`src/rtl/frame_buf_pkg.sv`:
```
// rtl/frame_buf_pkg.sv - shared state encodings, strobe polarities and sizing helper for frame buffer feeders
package frame_buf_pkg;

  localparam logic [1:0] ST_IDLE    = 2'd0;
  localparam logic [1:0] ST_CAPTURE = 2'd1;
  localparam logic [1:0] ST_FLUSH   = 2'd2;
  localparam logic [1:0] ST_DONE    = 2'd3;

  localparam logic ASSERT_L   = 1'b0;
  localparam logic DEASSERT_L = 1'b1;
  localparam logic ASSERT_H   = 1'b1;
  localparam logic DEASSERT_H = 1'b0;

  function automatic int clog2(input int n);
    int w;
    w = 0;
    for (int i = 0; i < 31; i++) begin
      if ((1 << i) < n) w = i + 1;
    end
    return w;
  endfunction

endpackage

```
`src/rtl/pix_capture_packer.sv`:
```
// rtl/pix_capture_packer.sv - packs framed pixel stream into frame buffer words, capped at FRAME_WORDS per frame
// Optional drop counter port enabled by PIX_CAPTURE_DROP_CNT_EN.
module pix_capture_packer
  import frame_buf_pkg::*;
#(
  parameter int PIX_WIDTH    = 8,
  parameter int DATA_WIDTH   = 32,
  parameter int PIX_PER_WORD = DATA_WIDTH / PIX_WIDTH,
  parameter int FRAME_WORDS  = 500,
  parameter int CNT_WIDTH    = 16
) (
  input  logic                  clk,
  input  logic                  reset,
  input  logic                  frame_start,
  input  logic                  frame_end,
  input  logic                  pix_valid,
  input  logic [PIX_WIDTH-1:0]  pix_data,
  output logic                  wr_en_out,
  output logic [DATA_WIDTH-1:0] data_out,
  output logic [CNT_WIDTH-1:0]  word_cnt,
  output logic                  frame_done,
  output logic                  busy
`ifdef PIX_CAPTURE_DROP_CNT_EN
  ,
  output logic [CNT_WIDTH-1:0]  drop_cnt
`endif
);

  localparam int LANE_W = (clog2(PIX_PER_WORD) < 1) ? 1 : clog2(PIX_PER_WORD);
  localparam logic [LANE_W-1:0]    LAST_LANE = LANE_W'(PIX_PER_WORD - 1);
  localparam logic [CNT_WIDTH-1:0] WORD_CAP  = CNT_WIDTH'(FRAME_WORDS);

  logic [1:0]                                 state;
  logic [LANE_W-1:0]                          lane_idx;
  logic [PIX_PER_WORD-1:0][PIX_WIDTH-1:0]     stage;
  logic [PIX_PER_WORD-1:0][PIX_WIDTH-1:0]     stage_next;
  logic                                       cap_hit;
  logic                                       accept;
  logic                                       lane_full;
  logic [LANE_W-1:0]                          lane_next;
  logic [CNT_WIDTH-1:0]                       words_next;
  logic                                       flush_needed;

  // Lookahead of this cycle's pixel so a frame_end coinciding with a pixel sees its effect.
  always_comb begin
    cap_hit    = (word_cnt >= WORD_CAP);
    accept     = pix_valid && !cap_hit;
    lane_full  = accept && (lane_idx == LAST_LANE);
    stage_next = stage;
    if (accept) stage_next[lane_idx] = pix_data;
    if (lane_full)   lane_next = '0;
    else if (accept) lane_next = lane_idx + LANE_W'(1);
    else             lane_next = lane_idx;
    words_next   = word_cnt + CNT_WIDTH'(lane_full);
    flush_needed = (lane_next != '0) && (words_next < WORD_CAP);
  end

  assign busy = (state == ST_CAPTURE) || (state == ST_FLUSH);

  always_ff @(posedge clk) begin
    if (reset) begin
      state      <= ST_IDLE;
      wr_en_out  <= DEASSERT_L;
      data_out   <= '0;
      word_cnt   <= '0;
      frame_done <= DEASSERT_H;
      lane_idx   <= '0;
      stage      <= '0;
    end else begin
      wr_en_out  <= DEASSERT_L;
      frame_done <= DEASSERT_H;
      case (state)
        ST_IDLE: begin
          if (frame_start) begin
            state    <= ST_CAPTURE;
            lane_idx <= '0;
            word_cnt <= '0;
            stage    <= '0;
          end
        end
        ST_CAPTURE: begin
          if (frame_start) begin
            lane_idx <= '0;
            word_cnt <= '0;
            stage    <= '0;
          end else begin
            if (accept) begin
              // Clearing on wrap keeps upper lanes zero for a later partial flush.
              stage    <= lane_full ? '0 : stage_next;
              lane_idx <= lane_next;
            end
            if (lane_full) begin
              data_out  <= stage_next;
              wr_en_out <= ASSERT_L;
              word_cnt  <= words_next;
            end
            if (frame_end) state <= flush_needed ? ST_FLUSH : ST_DONE;
          end
        end
        ST_FLUSH: begin
          if (frame_start) begin
            state    <= ST_CAPTURE;
            lane_idx <= '0;
            word_cnt <= '0;
            stage    <= '0;
          end else begin
            data_out  <= stage;
            wr_en_out <= ASSERT_L;
            word_cnt  <= word_cnt + CNT_WIDTH'(1);
            lane_idx  <= '0;
            stage     <= '0;
            state     <= ST_DONE;
          end
        end
        ST_DONE: begin
          frame_done <= ASSERT_H;
          state      <= ST_IDLE;
        end
        default: state <= ST_IDLE;
      endcase
    end
  end

`ifdef PIX_CAPTURE_DROP_CNT_EN
  always_ff @(posedge clk) begin
    if (reset || frame_start) begin
      drop_cnt <= '0;
    end else if ((state == ST_CAPTURE) && pix_valid && cap_hit && (drop_cnt != '1)) begin
      drop_cnt <= drop_cnt + CNT_WIDTH'(1);
    end
  end
`endif

endmodule

```
`config.mk`:
```
export PLATFORM = sky130hd
export DESIGN_NAME = pix_capture_packer
export DESIGN_NICKNAME = d
export VERILOG_FILES = /design/src/rtl/frame_buf_pkg.sv /design/src/rtl/pix_capture_packer.sv
export SDC_FILE = /design/constraint.sdc
export NUM_CORES = 1
export LEC_CHECK = 0
export CORE_ASPECT_RATIO = 0.6
export CORE_MARGIN = 2
export CORE_UTILIZATION = 59
export DETAILED_ROUTE_END_ITERATION = 10
export GPL_TIMING_DRIVEN = 0
export HOLD_SLACK_MARGIN = 0.05
export PLACE_DENSITY = 0.94
export SETUP_SLACK_MARGIN = 0.1
export SYNTH_ARGS = -nofsm -noshare
export SYNTH_HDL_FRONTEND = slang
export SYNTH_SLANG_ARGS = --single-unit
```
`constraint.sdc`:
```
create_clock -name clk -period 8.8 [get_ports clk]
set_input_delay 1.76 -clock clk [delete_from_list [all_inputs] [get_ports clk]]
set_output_delay 1.76 -clock clk [all_outputs]
set_load 0.02 [all_outputs]
```
==> results of run 1 <==
cell families (layout without fill, tap and decap cells):
| family | after synthesis | count (layout) | synth area share, % |
|---|---|---|---|
| compound gates | 144 | 144 | 25.3 |
| xor+xnor | 4 | 4 | 0.781 |
| fa+ha+maj | 13 | 13 | 3.63 |
| buf+inv | 54 | 131 | 5.80 |
| flops | 86 | 86 | 38.4 |
| mux | 33 | 33 | 7.37 |
| simple gates | 167 | 167 | 18.7 |
synth_stat cells, types with 4 or more instances:
master	count
nand2_1	24
nand3_1	11
buf_2	12
a31oi_1	10
a211oi_2	23
nor2_1	75
o32ai_1	5
dfxtp_1	86
a211oi_1	11
buf_4	7
a22oi_1	28
a21oi_1	19
nor2b_1	6
nor3_1	6
inv_1	17
o21ai_0	22
mux2i_1	33
and2_1	13
nand2b_1	4
o21a_1	4
clkbuf_1	14
o22ai_1	4
ha_1	13
nor4_1	4
xnor2_1	4
critical path, delay by kind of cell:
family | cells | cell delay [ns]
AND/OR/NAND/NOR | 5 | 1.84
AO/OA/AOI/OAI | 4 | 0.78
buffers and inverters | 2 | 0.55
adder cells (fa/ha/maj) | 1 | 0.27
state kept, by name (all words and copies together), names as in the netlist:
name / cells
wr_en_out: 1
data_out: 32
word_cnt: 16
state: 2
lane_idx: 2
frame_done: 1
stage: 32
area by class of cell:
type                    count  area [µm²]  area share (%)
plain buffers              36         193            3.51
clock buffers              11         233            4.24
clock inverters             4        25.0           0.456
inverters                  18        67.6            1.23
multi-input cells         361        2500            45.6
flip-flops and latches     86        1720            31.3
well taps                 104         130            2.37
repair buffers             62         621            11.3
layout by cell type, fill, tap and decap left out, types with 3 or more instances in the layout:
cell type,instances
ha_1,13
buf_2,12
dfxtp_1,86
nand2b_1,4
a211oi_2,23
a22oi_1,28
nand4_1,3
nor2b_1,6
inv_1,17
nor3_1,6
clkbuf_16,9
nand3_1,11
nor4_1,4
buf_4,7
nand2_1,24
a21oi_1,19
o22ai_1,4
nor3b_1,3
o21ai_0,22
clkbuf_1,16
mux2i_1,33
o32ai_1,5
a221oi_1,3
clkdlybuf4s50_1,62
nor2_1,75
a211oi_1,11
xnor2_1,4
o21a_1,4
and2_1,13
a31oi_1,10
power groups by stage:
stage               Sequential, mW  Clock [mW]  Combinational (mW)
finish                       0.439       0.343               0.442
global route                 0.442       0.361               0.462
CTS                          0.438       0.343               0.423
detailed placement           0.446           0               0.418
global placement             0.444           0               0.399
floorplan                    0.472           0               0.240
stage by stage:
stage	cell area (µm²)	hold WS, ns
finish	5490	0.470
global route	5490	0.498
CTS	5490	0.471
detailed placement	5240	0.452
global placement	5240	0.442
floorplan	4480	0.429
layer usage:
| layer | global-route usage, % | vias up | routed length [µm] |
|---|---|---|---|
| met2 | 52.3 | 337 | 6040 |
| met1 | 48.1 | 2074 | 5630 |
| met5 | 0 | - | 0 |
| li1 | - | 1965 | - |
| met4 | 11.0 | 0 | 332 |
| met3 | 10.8 | 51 | 1920 |
final timing paths:
kind | startpoint | endpoint | slack, ns
worst max-delay path | pix_valid | state[0] | 3.83
worst min-delay path | stage[30] | stage[30] | 0.47
worst max register to register | word_cnt[10] | state[0] | 5.18
worst min register to register | stage[30] | stage[30] | 0.47
==> out/summary.txt, run 1 <==
TNS Setup -> 0 ns
Vias -> 4,427
Crit path kind -> input port to flip-flop
Ys flop type -> dfxtp_1
# Post-CTS Setup Buffers -> 0
Critical path data arrival time -> 5.20 ns
Power Density -> 223 nW/µm²
Sw frac -> 38.0%
# setup viols final -> 0
Layout cells sized above 1 -> 12.1%
Internal power -> 0.759 mW
First-pass GRT wire length -> 22.0 mm
Gr usage total -> 34.7%
Comb pwr share -> 36.1%
CP required -> 9.02 ns
Outcome -> finished clean
Distinct cell type count after synthesis -> 57
Max incr delay on CP -> 0.82 ns
Top cells by area, synth -> dfxtp_1, mux2i_1, a211oi_2
Dpl cells -> 667
Sw power -> 0.465 mW
WL/cell -> 20.4 µm
Starting Density -> 61.2%
Max-cap violations -> 0
Routability Congestion -> 0.989
Power share of the clock group -> 28.0%
Htree depth -> 3
Relative slew slack -> 35.6%
Yosys Warn Count -> 0
Cell taking the most area after synthesis -> dfxtp_1
Sink Count -> 86
Post-synth EDFFs -> 0
CTS max path bufs -> 2
Iter 0 DRT Violations -> 622
IO Port Bufs -> 62
Worst-Skew Late Latency -> 0.34 ns
Root Buffer -> clkbuf_16
N_diodes -> 0
Top-area cell type share of the netlist area -> 38.4%
Average size of a mapped cell -> 8.95 µm²
Area Overhead vs Synth -> 22.5%
Min-delay worst type -> flip-flop to flip-flop
Net count, final -> 600
# resized after CTS -> 0
Min Tclk post-route -> 4.97 ns
Max Fclk -> 201 MHz
Vias in the first global route -> 4,281
Initial antenna violation count -> 0
Pre-CTS WS -> 3.68 ns
Synth Cell Area -> 4480 µm²
Total Power -> 1.22 mW
Die area -> 8340 µm²
R2R cell count -> 12
Die Wd -> 117 µm
Max FO, Critical Path -> 6
#FFs+latches synth -> 86
Largest net degree at the start of global routing -> 14
Peak supply drop -> 0.000167 V
Post-synthesis sequential area ratio -> 38.4%
Clock tree from TritonCTS -> done
Final cell count without fillers -> 682
Finished Core Util -> 75.0%
Leakage power -> 1.80 nW
Crit path max-delay cell type -> nor4_1
Number of routed nets with antenna violations -> 0
Fin. max-slew vios -> 0
Sequential Power Share -> 35.9%
HPWL after detailed placement -> 9.76 mm
Syn nets -> 527
Pre-antenna DRT Iters -> 6
Rows -> 24
Final worst slack -> 3.83 ns
Core Box Area -> 7330 µm²
Worst hold path cell count -> 1
Async SR Flop Fraction -> 0%
Routed wire length -> 13.9 mm
Worst slew pin tran -> 0.957 ns
TritonCTS Buffers -> 9
CP Launch Type -> input port
Fin crit share -> 56.5%
Die Ht -> 71.5 µm
Mapped Cells -> 501
DRC viols -> 0
CTS clk-pin slew, worst paths -> 0.06 ns
Clk_skew -> 0.00698 ns
RSZ-0062 raised after global routing -> false
FILL cells -> 546
IO Pins -> 64
DR vias/cell -> 6.49
Hold-fix buffers, CTS -> 0
Setup crit end kind -> flip-flop
Final hold viol count -> 0
Grt ovf -> 0
Critical Path, Cell by Cell -> clkdlybuf4s50_1 > nor3b_2 > o2111ai_4 > or2_1 > inv_1 > ha_1 > nand3_1 > nor4_1 > and3_1 > o2111ai_1 > a32oi_1 > a21oi_1
Note: power is estimated with default switching activity, not from simulation.
==> run 2: changes to the inputs <==
--- a/config.mk
+++ b/config.mk
@@ -7,11 +7,11 @@
 export LEC_CHECK = 0
 export CORE_ASPECT_RATIO = 0.6
 export CORE_MARGIN = 2
-export CORE_UTILIZATION = 59
+export CORE_UTILIZATION = 55
 export DETAILED_ROUTE_END_ITERATION = 10
 export GPL_TIMING_DRIVEN = 0
 export HOLD_SLACK_MARGIN = 0.05
-export PLACE_DENSITY = 0.94
+export PLACE_DENSITY = 0.89
 export SETUP_SLACK_MARGIN = 0.1
 export SYNTH_ARGS = -nofsm -noshare
 export SYNTH_HDL_FRONTEND = slang
==> constraint.sdc (replaced) <==
create_clock -name clk -period 4.7 [get_ports clk]
set_input_delay 0.94 -clock clk [delete_from_list [all_inputs] [get_ports clk]]
set_output_delay 0.94 -clock clk [all_outputs]
set_load 0.02 [all_outputs]
==> run 2 against run 1 <==
Non-clock buffer count is the same; via count shrank 0.95%; cell count grew 0.73%; sequential cell count is the same; cell area grew 1.7%; die area grew 6.9%.
==> out/summary.txt, run 2 (synthesis results as in run 1) <==
# resized after CTS -> 0 (unchanged)
CP Depth -> 12 (unchanged)
Total Power -> 2.49 mW (+100%)
Fin. max-slew vios -> 0 (unchanged)
IO Pins -> 64 (unchanged)
Most frequent cells in the layout -> dfxtp_1, nor2_1, clkdlybuf4s50_1, mux2i_1, a22oi_1
Die Ht -> 73.9 µm (+3.4%)
Largest net degree at the start of global routing -> 16 (+2)
Routability Congestion -> 0.997 (+0.74%)
Most common cell after layout, fill and taps aside -> dfxtp_1
TNS Setup -> 0 ns (unchanged)
Die Wd -> 121 µm (+3.4%)
Clk_skew -> 0.00951 ns (+0.00253 ns)
CTS clk-pin slew, worst paths -> 0.07 ns (about the same)
Max FO, Critical Path -> 6 (unchanged)
Peak supply drop -> 0.000248 V (+48%)
Largest delay share family, worst path -> simple AND/OR/NAND/NOR gates
Hold slack -> 0.468 ns (-0.00200 ns)
Clock tree from TritonCTS -> done
Worst-Skew Late Latency -> 0.35 ns (about the same)
Die area -> 8910 µm² (+6.9%)
Worst slew pin tran -> 0.853 ns (-0.104 ns)
Routed wire length -> 14.0 mm (+0.42%)
Power Density -> 445 nW/µm² (+100%)
Final worst slack -> 0.727 ns (-3.10 ns)
Setup crit end -> state[0]
Rows -> 25 (+4.2%)
Iter 0 DRT Violations -> 539 (-13%)
CTS max path bufs -> 2 (unchanged)
N_diodes -> 0 (unchanged)
Max-cap violations -> 0 (unchanged)
WP buf/inv -> 2 (unchanged)
Layout cells sized above 1 -> 12.6% (+0.50 points)
Net count, final -> 600 (unchanged)
Pre-antenna DRT Iters -> 5 (-1)
Hold-fix buffers, CTS -> 0 (unchanged)
Relative slew slack -> 43.1% (+7.5 points)
Crit path kind -> input port to flip-flop
Vias in the first global route -> 4,126 (-3.6%)
CP required -> 4.94 ns (-4.08 ns)
TritonCTS Buffers -> 9 (unchanged)
Critical path data arrival time -> 4.21 ns (-0.99 ns)
# setup viols final -> 0 (unchanged)
Starting Density -> 56.9% (-4.3 points)
CP Launch Type -> input port
Max Fclk -> 252 MHz
# Post-CTS Setup Buffers -> 0 (unchanged)
Number of routed nets with antenna violations -> 0 (unchanged)
Grt ovf -> 0 (unchanged)
Pre-CTS WS -> 0.497 ns (-3.18 ns)
Outcome -> finished clean
IO Port Bufs -> 62 (unchanged)
HPWL after detailed placement -> 9.59 mm (-1.7%)
WL/cell -> 20.3 µm (-0.31%)
Crit. Startpoint -> pix_valid
Root Buffer -> clkbuf_16
Setup crit end kind -> flip-flop
FF-to-FF setup slack -> 1.21 ns (-3.97 ns)
Initial antenna violation count -> 0 (unchanged)
Leakage power -> 1.85 nW (+2.5%)
Crit path max-delay cell type -> nor4_1
R2R cell count -> 12 (unchanged)
Max incr delay on CP -> 0.74 ns (-0.08 ns)
Vias -> 4,385 (-0.95%)
DR vias/cell -> 6.38 (-1.7%)
Core Box Area -> 7880 µm² (+7.6%)
RSZ-0062 raised after global routing -> false
Sink Count -> 86 (unchanged)
Area Overhead vs Synth -> 24.6%
Final hold viol count -> 0 (unchanged)
Reg2reg start -> word_cnt[11]
Critical Path, Cell by Cell -> clkdlybuf4s50_1 > nor3b_2 > o2111ai_4 > or2_1 > inv_1 > ha_1 > nand3_1 > nor4_1 > and3_1 > o2111ai_1 > a32oi_1 > a21oi_1
Worst reg2reg endpoint -> state[0]
Finished Core Util -> 70.9% (-4.1 points)
Biggest regs -> data_out (32), stage (32), word_cnt (16)
Min Tclk post-route -> 3.97 ns
Gr usage total -> 31.9% (-2.8 points)
Fin crit share -> 84.5%
Htree depth -> 3 (unchanged)
DRC viols -> 0 (unchanged)
First-pass GRT wire length -> 21.7 mm (-1.3%)
Min-delay worst type -> flip-flop to flip-flop
run 2: final cells by class:
type,count,area [µm²]
Multi-Input combinational cell,361,2500
Fill cell,572,2300
Sequential cell,86,1720
Timing Repair Buffer,62,621
Clock buffer,9,225
Buffer,36,193
Tap cell,108,135
Clock inverter,7,120
Inverter,18,67.6
run 2: worst min path at each step:
stage / from / to / cells after the start
6_report: stage[25] / stage[25] / 1
5_1_grt: stage[29] / stage[29] / 1
4_1_cts: stage[30] / stage[30] / 1
3_5_place_dp: stage[29] / stage[29] / 1
3_3_place_gp: stage[29] / stage[29] / 1
2_1_floorplan: stage[24] / stage[24] / 1
run 2: per-layer routing:
layer / wire length (µm) / vias to the layer above / GRT usage, %
li1: - / 1976 / -
met1: 6050 / 2076 / 45.4
met2: 5800 / 293 / 45.4
met3: 1780 / 40 / 10.7
met4: 343 / 0 / 11.4
met5: 0 / - / 0
run 2: power breakdown:
group | switching [mW] | internal (mW) | leakage (nW)
clock | 0.318 | 0.522 | 0.166
sequential | 0.0382 | 0.784 | 0.694
combinational | 0.539 | 0.283 | 0.984
total | 0.895 | 1.59 | 1.85
run 2: metrics by stage:
| step | instances | instance area, µm² |
|---|---|---|
| 2_1_floorplan | 501 | 4480 |
| 3_3_place_gp | 671 | 5240 |
| 3_5_place_dp | 671 | 5240 |
| 4_1_cts | 687 | 5590 |
| 5_1_grt | 687 | 5590 |
| 6_report | 687 | 5590 |
==> run 3: changes to the inputs <==
==> constraint.sdc (replaced) <==
create_clock -name clk -period 4.2 [get_ports clk]
set_input_delay 0.84 -clock clk [delete_from_list [all_inputs] [get_ports clk]]
set_output_delay 0.84 -clock clk [all_outputs]
set_load 0.02 [all_outputs]
==> results of run 3 <==
The final DEF is identical to that of run 2. Status: finished clean.
Main changes from that run: setup slack after placement 0.497 ns -> 0.0967 ns; setup slack after layout 0.727 ns -> 0.327 ns; register-to-register setup slack 1.21 ns -> 0.71 ns; total power 2.49 mW -> 2.78 mW; worst IR drop on VDD 0.000248 V -> 0.000278 V
